===== config.mk =====
export PLATFORM = sky130hd
export DESIGN_NAME = digit_editor
export DESIGN_NICKNAME = d
export VERILOG_FILES = /design/src/rtl/digit_editor_pkg.sv /design/src/rtl/digit_editor_hold_repeater.sv /design/src/rtl/digit_editor.sv
export SDC_FILE = /design/constraint.sdc
export NUM_CORES = 1
export LEC_CHECK = 0
export CORE_MARGIN = 3
export CORE_UTILIZATION = 25
export DETAILED_ROUTE_END_ITERATION = 6
export GPL_ROUTABILITY_DRIVEN = 0
export GPL_TIMING_DRIVEN = 0
export HOLD_SLACK_MARGIN = 0.12
export PLACE_DENSITY = 0.53
export SYNTH_ARGS = -nofsm -noshare
export SYNTH_HDL_FRONTEND = slang
export SYNTH_SLANG_ARGS = --single-unit

===== constraint.sdc =====
create_clock -name clk -period 3.2 [get_ports clk]
set_input_delay 0.48 -clock clk [delete_from_list [all_inputs] [get_ports clk]]
set_output_delay 0.48 -clock clk [all_outputs]
set_load 0.005 [all_outputs]

===== src/rtl/digit_editor_pkg.sv =====
// Definitions shared by the digit editor and the seven-segment decoder:
// mode encoding, field widths and the wrapping digit step.
package digit_editor_pkg;

  typedef enum logic {
    ST_VIEW = 1'b0,
    ST_EDIT = 1'b1
  } editState_t;

  localparam int DIGIT_W  = 4;
  localparam int CURSOR_W = 3;

  // Hex digit +/-1; the 4-bit result wraps F->0 and 0->F on its own.
  function automatic logic [DIGIT_W-1:0] stepDigit(input logic [DIGIT_W-1:0] d,
                                                   input logic inc);
    return inc ? d + 1'b1 : d - 1'b1;
  endfunction

endpackage


===== src/rtl/digit_editor_hold_repeater.sv =====
// Hold-to-repeat timer: after DELAY clocks of continuous hold, one pulse, then every RATE clocks.
// Only present in builds with AUTO_REPEAT_EN defined.
`ifdef AUTO_REPEAT_EN
module digit_editor_hold_repeater #(
  parameter int DELAY = 8,
  parameter int RATE  = 3
) (
  input  logic clk,
  input  logic rst,
  input  logic level,
  input  logic clear,
  output logic repeatPulse
);

  localparam int MAX_V = (DELAY > RATE) ? DELAY : RATE;
  localparam int CW    = $clog2(MAX_V + 1);

  logic          armed;
  logic [CW-1:0] cnt;

  // The press edge itself arms the timer, so the first repeat lands on hold clock DELAY.
  assign repeatPulse = armed && level && (cnt == '0);

  always_ff @(posedge clk) begin
    if (rst) begin
      armed <= 1'b0;
      cnt   <= '0;
    end else if (!level || clear) begin
      armed <= 1'b0;
      cnt   <= '0;
    end else if (!armed) begin
      armed <= 1'b1;
      cnt   <= CW'(DELAY - 2);
    end else if (cnt == '0) begin
      cnt <= CW'(RATE - 1);
    end else begin
      cnt <= cnt - 1'b1;
    end
  end

endmodule
`endif


===== src/rtl/digit_editor.sv =====
// Button-driven hex digit editor with blinking cursor for the 7SD path.
// Optional hold-to-repeat for up/down is built when AUTO_REPEAT_EN is defined.
//
//   state   | meaning
//   ST_VIEW | digits shown steady, only center is acted on
//   ST_EDIT | cursor digit blinks, up/down/left/right edit the value
module digit_editor
  import digit_editor_pkg::*;
#(
  parameter int NUM_DIGITS   = 4,
  parameter int BLINK_DIV_W  = 24,
  parameter int REPEAT_DELAY = 50_000_000,
  parameter int REPEAT_RATE  = 10_000_000
) (
  input  logic                          clk,
  input  logic                          rst,
  input  logic                          up_pulse,
  input  logic                          down_pulse,
  input  logic                          left_pulse,
  input  logic                          right_pulse,
  input  logic                          center_pulse,
  input  logic                          up_held,
  input  logic                          down_held,
  output logic [DIGIT_W*NUM_DIGITS-1:0] digits_out,
  output logic [CURSOR_W-1:0]           cursor_out,
  output logic [NUM_DIGITS-1:0]         digit_en_mask,
  output logic                          edit_mode,
  output logic                          value_changed
);

  localparam logic [CURSOR_W-1:0] LAST_CURSOR = CURSOR_W'(NUM_DIGITS - 1);

  editState_t                    state, nextState;
  logic [BLINK_DIV_W-1:0]        blinkCnt, nextBlink;
  logic [DIGIT_W*NUM_DIGITS-1:0] nextDigits;
  logic [CURSOR_W-1:0]           nextCursor;
  logic [NUM_DIGITS-1:0]         nextMask;
  logic                          nextChanged;
  logic                          upRep, downRep, upReq, downReq;

`ifdef AUTO_REPEAT_EN
  logic upLevel, downLevel, repClear;

  // Holding both buttons counts as a release for both timers.
  assign upLevel   = up_held && !down_held && (state == ST_EDIT);
  assign downLevel = down_held && !up_held && (state == ST_EDIT);
  assign repClear  = center_pulse || left_pulse || right_pulse;

  digit_editor_hold_repeater #(.DELAY(REPEAT_DELAY), .RATE(REPEAT_RATE)) upRepeater (
    .clk        (clk),
    .rst        (rst),
    .level      (upLevel),
    .clear      (repClear),
    .repeatPulse(upRep)
  );

  digit_editor_hold_repeater #(.DELAY(REPEAT_DELAY), .RATE(REPEAT_RATE)) downRepeater (
    .clk        (clk),
    .rst        (rst),
    .level      (downLevel),
    .clear      (repClear),
    .repeatPulse(downRep)
  );
`else
  logic unusedRepeat;
  assign unusedRepeat = (^{up_held, down_held}) ^ (REPEAT_DELAY > 0) ^ (REPEAT_RATE > 0);
  assign upRep        = 1'b0;
  assign downRep      = 1'b0;
`endif

  assign upReq   = up_pulse || upRep;
  assign downReq = down_pulse || downRep;

  always_comb begin
    nextState   = state;
    nextDigits  = digits_out;
    nextCursor  = cursor_out;
    nextChanged = 1'b0;
    nextBlink   = (state == ST_EDIT) ? blinkCnt + 1'b1 : '0;

    if (center_pulse) begin
      nextBlink = '0;
      if (state == ST_EDIT) begin
        nextState = ST_VIEW;
      end else begin
        nextState  = ST_EDIT;
        nextCursor = '0;
      end
    end else if (state == ST_EDIT) begin
      if (upReq ^ downReq) begin
        for (int i = 0; i < NUM_DIGITS; i++) begin
          if (CURSOR_W'(i) == cursor_out)
            nextDigits[i*DIGIT_W +: DIGIT_W] = stepDigit(digits_out[i*DIGIT_W +: DIGIT_W], upReq);
        end
        nextChanged = 1'b1;
      end else if (!upReq && !downReq) begin
        // Left and right together cancel, mirroring up/down.
        if (left_pulse && !right_pulse) begin
          nextCursor = (cursor_out == LAST_CURSOR) ? '0 : cursor_out + 1'b1;
          nextBlink  = '0;
        end else if (right_pulse && !left_pulse) begin
          nextCursor = (cursor_out == '0) ? LAST_CURSOR : cursor_out - 1'b1;
          nextBlink  = '0;
        end
      end
    end

    nextMask = '1;
    if (nextState == ST_EDIT) begin
      for (int i = 0; i < NUM_DIGITS; i++) begin
        if (CURSOR_W'(i) == nextCursor) nextMask[i] = ~nextBlink[BLINK_DIV_W-1];
      end
    end
  end

  always_ff @(posedge clk) begin
    if (rst) begin
      state         <= ST_VIEW;
      digits_out    <= '0;
      cursor_out    <= '0;
      blinkCnt      <= '0;
      digit_en_mask <= '1;
      edit_mode     <= 1'b0;
      value_changed <= 1'b0;
    end else begin
      state         <= nextState;
      digits_out    <= nextDigits;
      cursor_out    <= nextCursor;
      blinkCnt      <= nextBlink;
      digit_en_mask <= nextMask;
      edit_mode     <= (nextState == ST_EDIT);
      value_changed <= nextChanged;
    end
  end

endmodule

; Yosys cells after proc, flatten, opt, wreduce, memory -nomap -nowiden
; Index checks and enable logic that the tools add are counted.
[word_totals]
regBits = 49
in_bits = 9
output_inout_bits = 25
[op_classes]
n_addsub = 11
n_eq_ne = 7
n_mux = 23
bitwise_logic = 9
reduce_logical = 19
[op_table]
columns = operator, n
row1 = $mux 24, 7
row2 = $mux 3, 9
row3 = $add 24x1->24 const B, 1
row4 = $add 4x1->4 const B, 4
row5 = $mux 4, 4
row6 = $reduce_and 4->1, 4
row7 = $sub 4x1->4 const B, 4
row8 = $reduce_or 3->1, 5
row9 = $eq 2x3->1 const A, 4
row10 = $not 1->1, 8
row11 = $eq 1x3->1 const A, 2
row12 = $logic_not 3->1, 2
row13 = $logic_not 1->1, 4
row14 = $add 3x1->3 const B, 1
row15 = $eq 3x2->1 const B, 1
row16 = $logic_and 1x1->1, 3
row17 = $mux 1, 3
row18 = $sub 3x1->3 const B, 1
row19 = $reduce_or 2->1, 1
row20 = $xor 1x1->1, 1

; Depth between registers and ports, before layout
; Gate-level depths: netlist of the first run.
[depth]
depth_word = 11
ltp_mapped = 8
mapped_depth_nobuf = 7

; Worst setup path after synthesis of the first run
; OpenSTA, ideal clock, no wires.
[synth_path]
path_kind = input to register
from = in up_pulse
to = reg digit_en_mask[3]
setup_time_ns = 0.127
arrival_time_ns = 2.198
setup_slack_ns = 0.874
cell_stages = 7
path_buffers = 0
path_cell_list = inv_1 ha_1 nor2b_1 nand2_1 o31ai_1 nand2_1 or3b_1
[synth_between]
elab_chain_len = 9
[synth_rtl]
columns = item, line
row1 = start: declaration, digit_editor.sv:17  ; input logic up_pulse,
row2 = $logic_not 1->1, digit_editor.sv:96  ; end else if (!upReq && !downReq) begin
row3 = $logic_and 1x1->1, digit_editor.sv:96
row4 = $mux 3, digit_editor.sv:96
row5 = $mux 3, digit_editor.sv:90  ; if (upReq ^ downReq) begin
row6 = $mux 3, digit_editor.sv:89  ; end else if (state == ST_EDIT) begin
row7 = $mux 3, digit_editor.sv:81  ; if (center_pulse) begin
row8 = $eq 2x3->1, digit_editor.sv:111  ; if (CURSOR_W'(i) == nextCursor) nextMask[i] = ~nextBlink[BLINK_DIV_W-1];
row9 = $not 1->1 (no source line), --
row10 = $reduce_or 3->1 (no source line), --
row11 = end signal: assignment, digit_editor.sv:130  ; digit_en_mask <= nextMask;
row12 = end: declaration, digit_editor.sv:26  ; output logic [NUM_DIGITS-1:0] digit_en_mask,
; Several ways; a longest one is shown, not always the timed one.
; A chain may end at the register's enable or synchronous reset.

; Worst setup path after layout of the first run
[layout_path]
from = in up_pulse
to = reg blinkCnt[11]
[layout_between]
elab_chain_len = 5
[layout_rtl]
columns = item, line
row1 = $logic_not 1->1, digit_editor.sv:96
row2 = $logic_and 1x1->1, digit_editor.sv:96
row3 = $mux 24, digit_editor.sv:96
row4 = $mux 24 (*), digit_editor.sv:90
row5 = $mux 24 (*), digit_editor.sv:89
row6 = end signal: assignment, digit_editor.sv:129  ; blinkCnt <= nextBlink;
row7 = end: declaration, digit_editor.sv:34  ; logic [BLINK_DIV_W-1:0] blinkCnt, nextBlink;
; Mark *: on every way between the ends. The rest lies on a longest branch, timed or not.

==> summary.md, run 1 <==
| Metric | Value |
|---|---|
| Hold WS | `between 0.4 and 0.5 ns` |
| Startpoint Class | `primary input` |
| Ys flop type | `dfxtp_1` |
| Root buf cell | `clkbuf_8` |
| Htree depth | `2` |
| WP data required | `3.37 ns` |
| Global-route wire length before repair | `roughly 8700 um` |
| Post-synthesis compound-gate area fraction | `about 8.2%` |
| Critical path endpoint category | `flip-flop` |
| Synthesized flop and latch total | `49` |
| Period utilisation layout | `88.0%` |
| Max clock buf depth | `2` |
| Crit path DAT | `roughly 3.0 ns` |
| Syn nets | `296` |
| Status | `finished, final reports clean` |
| DP HPWL | `between 3000 and 4000 um` |
| Post-synthesis cell count | `~270` |
| CTS tree | `done` |
| P_leak | `~1.2 nW` |
| EDFF count, synth | `0` |
| Share of cells above drive strength 1 | `7.44%` |
| Synth Area in Adders | `between 10 and 15%` |
| DR WL/cell | `~11 um` |
| Switching Share | `~25%` |
| Number of diodes | `0` |
| Commonest non-fill, non-tap cell in the layout | `dfxtp_1` |
| Place WS | `-0.198 ns` |
| Critical Path Fanout Max | `10` |
| Comb power frac | `about 7.2%` |
| Die height | `about 110 um` |
| Post-layout min period | `approximately 2.8 ns` |
| Filler cell count | `around 1000` |
| Io pins | `34` |
| Post-synthesis cell type count | `40` |
| Cell Rows | `35` |
| Cell-internal power | `around 0.00080 W` |
| Nets | `about 340` |
| Xor/xnor cell area share of the yosys netlist | `a little under an eighth` |
| Die width | `106 um` |
| Starting Density | `between 20% and 30%` |
| Clock Latency Late Sink | `0.30 ns` |
| Maximum vdd drop | `around 0.14 mV` |
| WL final | `4940 um` |
| Layout Skew | `between 0.01 and 0.015 ns` |
| Drt first pass iters | `4` |
| Largest net degree at the start of global routing | `16` |
| Die area | `roughly 11000 um2` |
| Main combinational cell family by area after synthesis | `simple AND/OR/NAND/NOR gates` |
| Dpl cells | `427` |
| Net switching power | `around 0.00026 W` |
| PwrDens | `roughly 350 nW/um2` |
| RSZ-0062 raised after global routing | `false` |
| Final-report hold violation count | `0` |
| Post-route ant nets | `0` |
| Share of power burned in registers | `just under 60%` |
| DRC | `0` |
| Final setup fails | `0` |
| Clk pwr share | `about 34%` |
| Post-Layout Cell Count | `about 440` |
| Detailed Route Iter0 Violations | `between 40 and 50` |
| Slew headroom | `between 60% and 70%` |
| Worst Hold Class | `flip-flop to flip-flop` |
| Initial antenna violation count | `0` |
| Async S/R FF share, synth | `0%` |
| Seq/Total Area, Yosys | `between 30% and 40%` |
| Synth Cell Area | `roughly 2500 um2` |
| Yosys warns | `0` |
| Synthesis-to-finish area growth | `23.6%` |
| Area of the core | `~9500 um2` |
| Clock Pin Slew Worst Setup and Hold Paths | `about 0.090 ns` |
| Pins Over Slew Limit | `0` |
| Remaining Overflow, GRT | `0` |
| Slew @ Worst Pin | `0.540 ns` |
| Critical path class | `primary input to flip-flop` |
| Gr usage total | `around a tenth` |
| Vias in the first global route | `roughly 1.9k` |
| PortBufs | `31` |
| Fmax | `roughly 360 MHz` |
| Clock sink total | `49` |
| Most frequent cells in the layout | `49 x dfxtp_1, 46 x nor2_1, 31 x clkdlybuf4s50_1` |
| TritonCTS Buffers | `5` |
| Setup WS post-layout | `0.383 ns` |
| Number of vias per cell | `about 4.4` |
| Mean post-synth cell area | `9.31 um2` |
| Mux cell area share after synthesis | `2.01%` |
| Post-Synth Simple-Gate Area | `between 20% and 30%` |
| Vias after detailed routing | `a little under 2k` |
| Max Cap Viol | `0` |
-- layer usage --
layer  track usage (%)  vias up  part of all wire, %
met2              15.0       25                   45
met4              3.61        0                  1.8
met5                 0        -                    0
li1                  -     1004                    -
met1              12.4      912                   50
met3              2.02        6                  3.6
-- state kept, by name (all words and copies together), names as in the netlist --
name / flops
cursor_out: 3
value_changed: 1
blinkCnt: 24
digit_en_mask: 4
state: 1
digits_out: 16
-- logic make-up after synthesis --
logic type	after synthesis
compound gates	33
xor+xnor	33
fa+ha+maj	20
flops	49
mux	5
simple gates	112
buf+inv	15
-- power by group through the flow --
| stage | clock network [W] | logic [W] | registers, W |
|---|---|---|---|
| after floorplan | 0 | 0.0000433 | 0.000633 |
| after global placement | 0 | 0.0000732 | 0.000634 |
| after detailed placement | 0 | 0.0000737 | 0.000634 |
| after CTS | 0.000383 | 0.0000741 | 0.000620 |
| after global routing | 0.000402 | 0.0000872 | 0.000621 |
| final | 0.000365 | 0.0000769 | 0.000620 |
-- metrics by stage --
step	TNS (ns)	util, %	power, W	instance area [um2]
6_report	0	32.5	0.00106	3070
5_1_grt	0	32.5	0.00111	3070
4_1_cts	0	32.2	0.00108	3040
3_5_place_dp	-3.64	31.3	0.000708	2960
3_3_place_gp	-3.72	31.3	0.000707	2960
2_1_floorplan	0	-	0.000676	2480
-- synthesized netlist by cell type (2+ instances only) --
library cell	instances	area [um2]
nor3_1	2	10.0
or3_1	5	31.3
nor2_1	46	173
and3_1	3	18.8
nand4_2	2	25.0
inv_1	9	33.8
dfxtp_1	49	981
fa_1	4	80.1
xnor2_1	14	123
nand3b_1	3	22.5
nand4_1	5	31.3
o31ai_1	2	15.0
nand3_1	15	75.1
ha_1	16	200
a21o_1	4	30.0
a21oi_1	15	75.1
nor4_4	2	42.5
mux2i_1	5	50.1
nand2_1	12	45.0
o21ai_0	6	30.0
clkbuf_1	6	22.5
nor3b_1	2	15.0
xor2_1	19	166
nand2b_1	3	18.8
nand4b_1	3	26.3
-- area by class of cell --
| class | instances | area, um2 | share of cell area, % |
|---|---|---|---|
| repair buffers | 34 | 333 | 10.8 |
| clock inverters | 3 | 17.5 | 0.570 |
| clock buffers | 5 | 68.8 | 2.24 |
| inverters | 9 | 37.5 | 1.22 |
| well taps | 129 | 161 | 5.26 |
| flip-flops and latches | 49 | 981 | 31.9 |
| plain buffers | 6 | 23.8 | 0.774 |
| multi-input cells | 203 | 1450 | 47.1 |
-- final timing paths --
check	start	endpoint	slack [ns]	cells after the start
setup / recovery	up_pulse	blinkCnt[11]$_SDFF_PP0_	0.38	9
hold / removal	blinkCnt[0]$_SDFF_PP0_	blinkCnt[0]$_SDFF_PP0_	0.47	1
setup reg to reg	blinkCnt[2]$_SDFF_PP0_	digit_en_mask[3]$_SDFF_PP1_	1.43	5
hold reg to reg	blinkCnt[0]$_SDFF_PP0_	blinkCnt[0]$_SDFF_PP0_	0.47	1
-- repair_timing --
item                                    in CTS  in global routing
endpoints found under the setup margin       0                 20
resized for setup                            0                  3
setup buffers                                0                  3
hold buffers                                 0                  0
-- worst max-delay path, stage by stage --
cell and delay [ns]:
clkdlybuf4s50_1 0.63, clkinvlp_4 0.20, ha_1 0.39, nor2b_1 0.24, and2_1 0.18, or3_1 0.11
clkbuf_1 0.25, clkbuf_1 0.41, nor2_1 0.10
No activity file was read; power rests on OpenSTA's default activity.
==> inputs of run 2 (changes only) <==
- CTS_BUF_LIST: unset -> sky130_fd_sc_hd__clkbuf_4 sky130_fd_sc_hd__clkbuf_8 sky130_fd_sc_hd__clkbuf_16
- SLEW_MARGIN: unset -> 20
- SYNTH_HIERARCHICAL: unset -> 1
==> results of run 2 <==
The final DEF is identical to that of run 1; final timing and power are the same.
Main changes from that run: Yosys warning count 0 -> 6
==> inputs of run 3 (changes only) <==
==> constraint.sdc (replaced) <==
create_clock -name clk -period 3.2 [get_ports clk]
set_input_delay 0.48 -clock clk [delete_from_list [all_inputs] [get_ports clk]]
set_output_delay 0.48 -clock clk [all_outputs]
set_load 0.02 [all_outputs]
==> results of run 3 <==
Same layout as run 1 (identical final DEF). Status: finished, final reports clean.
Main changes from that run: Yosys warning count 0 -> 6; total power 0.00106 W -> 0.00107 W
